[config.mk]
export PLATFORM = sky130hd
export DESIGN_NAME = usr_seq_shifter_flat
export DESIGN_NICKNAME = d
export VERILOG_FILES = /design/src/rtl/usr_pkg.sv /design/src/rtl/usr_seq_shifter_if.sv /design/src/rtl/usr_shift_step.sv /design/src/rtl/usr_seq_shifter.sv /design/src/flat_wrapper.sv
export SDC_FILE = /design/constraint.sdc
export NUM_CORES = 1
export LEC_CHECK = 0
export CORE_MARGIN = 4
export CORE_UTILIZATION = 45
export CTS_CLUSTER_SIZE = 14
export DETAILED_ROUTE_END_ITERATION = 10
export PLACE_DENSITY_LB_ADDON = 0.08
export SLEW_MARGIN = 30
export SYNTH_ARGS = -nofsm -noshare
export SYNTH_HDL_FRONTEND = slang
export SYNTH_SLANG_ARGS = --single-unit
export TNS_END_PERCENT = 10
[constraint.sdc]
create_clock -name clk -period 1.9 [get_ports clk]
set_input_delay 0.38 -clock clk [delete_from_list [all_inputs] [get_ports clk]]
set_output_delay 0.38 -clock clk [all_outputs]
set_load 0.05 [all_outputs]
[src/rtl/usr_pkg.sv]
// usr_pkg: shared types for the sequential universal shift register.
//   op_e    - 3-bit command opcodes
//   state_e - controller states (IDLE, SHIFT)
//   op_is_shift() - true for opcodes that run the multi-bit shift sequence
// Optional feature macro: USR_ROTATE_EN (enables ROL/ROR).
package usr_pkg;

  typedef enum logic [2:0] {
    OP_NOP  = 3'b000,
    OP_SLL  = 3'b001,
    OP_SRL  = 3'b010,
    OP_LOAD = 3'b011,
    OP_SRA  = 3'b100,
    OP_ROL  = 3'b101,
    OP_ROR  = 3'b110,
    OP_CLR  = 3'b111
  } op_e;

  typedef enum logic {
    IDLE  = 1'b0,
    SHIFT = 1'b1
  } state_e;

  // Without rotate support ROL/ROR fall through to the "N=0" path.
  function automatic logic op_is_shift(op_e op);
    logic r;
    r = (op == OP_SLL) || (op == OP_SRL) || (op == OP_SRA);
`ifdef USR_ROTATE_EN
    r = r || (op == OP_ROL) || (op == OP_ROR);
`endif
    return r;
  endfunction

endpackage

[src/rtl/usr_seq_shifter_if.sv]
// usr_seq_shifter_if: command/data bundle for usr_seq_shifter.
//   start, op, amount, d   - command strobe, opcode, shift count, load data
//   sin_l, sin_r           - serial inputs at MSB / LSB side
//   q, sout_l, sout_r      - register contents and serial outputs
//   busy, done             - SHIFT-state flag and one-cycle completion pulse
// Modports: master (controller side), slave (shifter side).
interface usr_seq_shifter_if
  import usr_pkg::*;
#(
  parameter int WIDTH = 8,
  parameter int AMT_W = $clog2(WIDTH + 1)
);
  logic             start;
  op_e              op;
  logic [AMT_W-1:0] amount;
  logic [WIDTH-1:0] d;
  logic             sin_l;
  logic             sin_r;
  logic [WIDTH-1:0] q;
  logic             sout_l;
  logic             sout_r;
  logic             busy;
  logic             done;

  modport master (
    output start, op, amount, d, sin_l, sin_r,
    input  q, sout_l, sout_r, busy, done
  );

  modport slave (
    input  start, op, amount, d, sin_l, sin_r,
    output q, sout_l, sout_r, busy, done
  );
endinterface

[src/rtl/usr_shift_step.sv]
// usr_shift_step: combinational single-bit step of the universal shifter.
//   op     - opcode selecting the step kind
//   q      - current register value
//   sin_l  - fill bit for logical right shift
//   sin_r  - fill bit for left shift
//   q_next - value after one step (unchanged for non-shift opcodes)
// Optional feature macro: USR_ROTATE_EN (enables ROL/ROR steps).
module usr_shift_step
  import usr_pkg::*;
#(
  parameter int WIDTH = 8
) (
  input  op_e              op,
  input  logic [WIDTH-1:0] q,
  input  logic             sin_l,
  input  logic             sin_r,
  output logic [WIDTH-1:0] q_next
);

  always_comb begin
    q_next = q;
    case (op)
      OP_SLL:  q_next = {q[WIDTH-2:0], sin_r};
      OP_SRL:  q_next = {sin_l, q[WIDTH-1:1]};
      OP_SRA:  q_next = {q[WIDTH-1], q[WIDTH-1:1]};
`ifdef USR_ROTATE_EN
      OP_ROL:  q_next = {q[WIDTH-2:0], q[WIDTH-1]};
      OP_ROR:  q_next = {q[0], q[WIDTH-1:1]};
`endif
      default: q_next = q;
    endcase
  end

endmodule

[src/rtl/usr_seq_shifter.sv]
// usr_seq_shifter: parametrised sequential universal shift register.
// Multi-bit shifts execute one bit per clock with a start/busy/done handshake.
//   clk   - clock, rising edge
//   reset - asynchronous, active-high reset
//   bus   - usr_seq_shifter_if.slave (command, serial I/O, q, busy, done)
// Optional feature macro: USR_ROTATE_EN (ROL/ROR; otherwise they act as N=0).
module usr_seq_shifter
  import usr_pkg::*;
#(
  parameter int WIDTH = 8,
  parameter int AMT_W = $clog2(WIDTH + 1)
) (
  input logic               clk,
  input logic               reset,
  usr_seq_shifter_if.slave  bus
);

  localparam logic [AMT_W-1:0] AMT_MAX = AMT_W'(WIDTH);
  localparam logic [AMT_W-1:0] AMT_ONE = AMT_W'(1);

  state_e           state;
  op_e              op_q;
  op_e              step_op;
  logic [AMT_W-1:0] remaining;
  logic [AMT_W-1:0] n_clamp;
  logic [WIDTH-1:0] q_r;
  logic [WIDTH-1:0] q_next;
  logic             done_r;

  assign n_clamp = (bus.amount > AMT_MAX) ? AMT_MAX : bus.amount;

  // The first shift happens on the accepting edge, so the step uses the live
  // opcode in IDLE and the latched one while shifting.
  assign step_op = (state == SHIFT) ? op_q : bus.op;

  usr_shift_step #(.WIDTH(WIDTH)) u_step (
    .op     (step_op),
    .q      (q_r),
    .sin_l  (bus.sin_l),
    .sin_r  (bus.sin_r),
    .q_next (q_next)
  );

  always_ff @(posedge clk or posedge reset) begin
    if (reset) begin
      state     <= IDLE;
      op_q      <= OP_NOP;
      remaining <= '0;
      q_r       <= '0;
      done_r    <= 1'b0;
    end else begin
      done_r <= 1'b0;
      case (state)
        IDLE: begin
          if (bus.start) begin
            case (bus.op)
              OP_LOAD: begin
                q_r    <= bus.d;
                done_r <= 1'b1;
              end
              OP_CLR: begin
                q_r    <= '0;
                done_r <= 1'b1;
              end
              default: begin
                if (op_is_shift(bus.op) && (n_clamp != '0)) begin
                  q_r <= q_next;
                  if (n_clamp == AMT_ONE) begin
                    done_r <= 1'b1;
                  end else begin
                    state     <= SHIFT;
                    op_q      <= bus.op;
                    remaining <= n_clamp - AMT_ONE;
                  end
                end else begin
                  done_r <= 1'b1;
                end
              end
            endcase
          end
        end
        SHIFT: begin
          q_r       <= q_next;
          remaining <= remaining - AMT_ONE;
          if (remaining == AMT_ONE) begin
            state  <= IDLE;
            done_r <= 1'b1;
          end
        end
        default: state <= IDLE;
      endcase
    end
  end

  assign bus.q      = q_r;
  assign bus.sout_l = q_r[WIDTH-1];
  assign bus.sout_r = q_r[0];
  assign bus.busy   = (state == SHIFT);
  assign bus.done   = done_r;

endmodule

[src/flat_wrapper.sv]
// flat-port wrapper written by rule: the top's interface ports become plain ports
module usr_seq_shifter_flat import usr_pkg::*;
#(
  parameter int WIDTH = 8,
  parameter int AMT_W = $clog2(WIDTH + 1)
)
  (clk, reset, bus_start, bus_op, bus_amount, bus_d, bus_sin_l, bus_sin_r, bus_q, bus_sout_l, bus_sout_r, bus_busy, bus_done);
  usr_seq_shifter_if #(.WIDTH(WIDTH), .AMT_W(AMT_W)) bus_i ();
  input logic clk;
  input logic reset;
  input wire logic [$bits(bus_i.start)-1:0] bus_start;
  input wire logic [$bits(bus_i.op)-1:0] bus_op;
  input wire logic [$bits(bus_i.amount)-1:0] bus_amount;
  input wire logic [$bits(bus_i.d)-1:0] bus_d;
  input wire logic [$bits(bus_i.sin_l)-1:0] bus_sin_l;
  input wire logic [$bits(bus_i.sin_r)-1:0] bus_sin_r;
  output wire logic [$bits(bus_i.q)-1:0] bus_q;
  output wire logic [$bits(bus_i.sout_l)-1:0] bus_sout_l;
  output wire logic [$bits(bus_i.sout_r)-1:0] bus_sout_r;
  output wire logic [$bits(bus_i.busy)-1:0] bus_busy;
  output wire logic [$bits(bus_i.done)-1:0] bus_done;
  assign bus_i.start = bus_start;
  assign bus_i.op = bus_op;
  assign bus_i.amount = bus_amount;
  assign bus_i.d = bus_d;
  assign bus_i.sin_l = bus_sin_l;
  assign bus_i.sin_r = bus_sin_r;
  assign bus_q = bus_i.q;
  assign bus_sout_l = bus_i.sout_l;
  assign bus_sout_r = bus_i.sout_r;
  assign bus_busy = bus_i.busy;
  assign bus_done = bus_i.done;
  usr_seq_shifter #(.WIDTH(WIDTH), .AMT_W(AMT_W)) u_core (.clk(clk), .reset(reset), .bus(bus_i));
endmodule
==> out/summary.txt <==
Outcome -> completed
Syn_nets -> 132
Leakage -> 0.7557 nW
Total clock sinks -> 17
CP Capture Type -> register
Most common cell after layout, fill and taps aside -> buf_4
CTS H-tree depth -> 1
Slowest stage cell, crit path -> or3b_2
Syn Inst Count -> 109
Reg clk slew, reported paths -> 110 ps
Antenna Nets Post-Route -> 0
Yosys Warn Count -> 0
Core footprint -> 2276 um2
RSZ-0062 raised after global routing -> true
Final hold vios -> 0
Crit path required time -> 2090 ps
Period utilisation layout -> 99.21%
Post-synthesis compound-gate area fraction -> 25.11%
I/O pins -> 32
Comb power frac -> 64.0%
Register share of total power -> 28.2%
Hold buffers post-CTS -> 0
Maxcap violations -> 0
TritonCTS clock tree -> yes
Worst path cell trace -> dlygate4sd2_1 > nand2b_4 > ha_4 > or3b_2 > o211ai_2 > nor3_1 > buf_4 > buf_4 > a211oi_1 > nor2_1
Slew Limit Fails -> 0
Switching Fraction -> 47.62%
Port bufs -> 31
Residual DRC -> 0
CP dominant cell by count -> buf_4
Hold Crit Class -> in -> async
Mux share of post-synthesis cell area -> 11.14%
Adder-cell area share of the yosys netlist -> 3.409%
Highest cell delay on the worst timing path -> 440 ps
DP Worst Slack -> -602.7 ps
Vias/cell -> 5.600
Switching pwr -> 1.228 mW
Total Power -> 2.578 mW
Synth unique cells -> 40
Worst setup margin -> 14.97 ps
Power Internal -> 1.350 mW
Vias in the first global route -> 1,032
CTS Buf Count -> 3
Die width -> 57.47 um
Area fraction of the dominant cell type after synthesis -> 38.64%
Startpoint Class -> input pin
DR pass1 iterations -> 6
Synth area leader -> dfrtp_1
Cell Pwr Density -> 1553 nW/um2
Maximum buffer depth of the clock tree -> 2
Overall die height -> 57.47 um
Synthesized area -> 1101 um2
Synth top area cells -> dfrtp_1 (39%), a222oi_1 (6.4%), o2bb2ai_1 (5.6%), mux2_2 (4.1%), mux2i_1 (3.6%)
Worst-path fanout max -> 4
Routability cong. -> 0.7669
All-layer global routing usage -> 18.21%
Final Skew -> 5.945 ps
Initial antenna violation count -> 0
Design Area, Final -> 1660 um2
Clock share of power -> 7.8%
WL per Instance -> 15.06 um
Post-Synth Simple-Gate Area -> 12.16%
Largest net degree at the start of global routing -> 14
Final WL -> 2862 um
First-pass GRT wire length -> 4657 um
Row count -> 17
Register area share after synthesis -> 38.64%
Fmax achieved -> 0.5305 GHz
DP Area -> 1587 um2
Reg area -> 429.2 um2
Slew headroom -> 67.32%
Total global routing overflow -> 0
Initial Utilization -> 48.38%
Multi-input logic area -> 684.4 um2
Reg2Reg Depth -> 4
Iteration-0 DRC Markers -> 58
VDD IR max -> 1.214 mV
Crit Path Category -> in -> reg
Layout area overhead -> 50.80%
Clock Latency Late Sink -> 300 ps
Syn Area/Cell -> 10.10 um2
Register bit total from synthesis -> 17
Post-synthesis xor/xnor area fraction -> 3.977%
Clk root buf -> clkbuf_4
Die area -> 3302 um2
Setup violators final -> 0
Worst Path Arrival -> 2080 ps
DR vias -> 1,064
Fin nets -> 186
Most frequent cells in the layout -> buf_4 (35), clkdlybuf4s50_1 (16), dfrtp_1 (16)
Share of layout cells above drive strength 1 -> 36.42%
Crit path time final -> 1885 ps
Slew @ Worst Pin -> 488.6 ps
Fillers -> 160
WHS -> 279.5 ps
ANT cells -> 0
HPWL Detailed -> 2266 um
Main combinational cell family by area after synthesis -> compound AO/OA/AOI/OAI gates
-- sequential cells by signal (all words and copies together) (netlist names) --
| signal | count |
|---|---|
| u_core.bus.busy | 1 |
| u_core.bus.q | 8 |
| u_core.remaining | 4 |
| u_core.op_q | 3 |
| u_core.bus.done | 1 |
-- through the flow --
step                setup TNS (ps)  utilization [%]  cells
detailed placement           -7808            69.71    185
finish                           0            72.95    190
CTS                              0            71.63    190
global placement             -7145            69.71    185
global route                -143.3            72.95    190
floorplan                   -83.72                -    109
-- cells by family (layout without fill, tap and decap cells) --
family / after synthesis / after routing
adder cells (fa/ha/maj): 3 / 3
flip-flops: 17 / 17
AND/OR/NAND/NOR: 27 / 27
XOR/XNOR: 5 / 5
AO/OA/AOI/OAI: 35 / 35
multiplexers: 10 / 10
buffers and inverters: 12 / 65
-- power by group through the flow --
| stage | clock (mW) | sequential [mW] | combinational [mW] |
|---|---|---|---|
| 2_1_floorplan | 0 | 0.897 | 0.911 |
| 5_1_grt | 0.219 | 0.758 | 1.78 |
| 4_1_cts | 0.200 | 0.704 | 1.63 |
| 3_3_place_gp | 0 | 0.696 | 1.56 |
| 6_report | 0.200 | 0.727 | 1.65 |
| 3_5_place_dp | 0 | 0.709 | 1.58 |
-- worst max-delay path, delay by kind of cell --
family | cells | cell delay, ps
AND/OR/NAND/NOR | 4 | 760
buffers and inverters | 3 | 510
adder cells (fa/ha/maj) | 1 | 120
AO/OA/AOI/OAI | 2 | 300
-- synthesized netlist by cell type --
library cell and n:
xnor2_1 3, o21ai_1 1, a21oi_1 6, mux2i_4 1, nand2_1 7, and3_1 1
a222oi_1 7, nor4_1 1, or3b_2 1, a2111o_1 1, ha_1 3, or4b_2 1
nor2_1 7, dfrtp_1 17, clkbuf_1 1, nor3_1 4, mux2_2 4, or3_1 1
o211ai_1 1, buf_1 1, mux2_4 1, nor2b_1 1, a211oi_1 2, a32o_1 1
o41ai_1 1, o211ai_2 1, buf_6 1, o22ai_1 1, buf_4 2, nand3_1 1
inv_1 6, a21o_2 1, buf_2 1, o21a_1 1, o2bb2ai_1 7, nand2b_1 2
o21ai_0 3, xor2_1 2, a21boi_0 1, mux2i_1 4
-- worst paths after layout --
kind	startpoint	slack, ps	to
worst max-delay path	bus_amount[3]	10	u_core.remaining[2]
worst min-delay path	reset	280	u_core.op_q[1]
worst max register to register	u_core.bus.busy	110	u_core.bus.q[0]
worst min register to register	u_core.bus.q[1]	550	u_core.bus.q[1]
max in group asynchronous	reset	1190	u_core.remaining[1]
min in group clk	u_core.bus.q[1]	550	u_core.bus.q[1]
-- layout make-up --
cell class / count / share of cell area (%)
Timing Repair Buffer: 55 / 27.81
Clock buffer: 3 / 1.356
Multi-Input combinational cell: 80 / 41.22
Tap cell: 28 / 2.110
Sequential cell: 17 / 25.85
Inverter: 6 / 1.356
Clock inverter: 1 / 0.3014
-- layer usage --
| metal | track usage [%] | part of all wire, % | routed length, um |
|---|---|---|---|
| met4 | 6.954 | 1.5 | 42 |
| met5 | 0 | 0 | 0 |
| met3 | 2.715 | 4.7 | 135 |
| met1 | 24.72 | 46 | 1306 |
| met2 | 29.03 | 48 | 1378 |
-- timing repair --
| item | CTS | global route |
|---|---|---|
| pin swaps | 1 | 2 |
| endpoints found under the setup margin | 16 | 11 |
| cloned | 0 | 0 |
| endpoints found under the hold margin | 0 | 0 |
| setup buffers | 1 | 0 |
| gates resized for setup | 5 | 8 |
No activity file was read; power rests on OpenSTA's default activity.
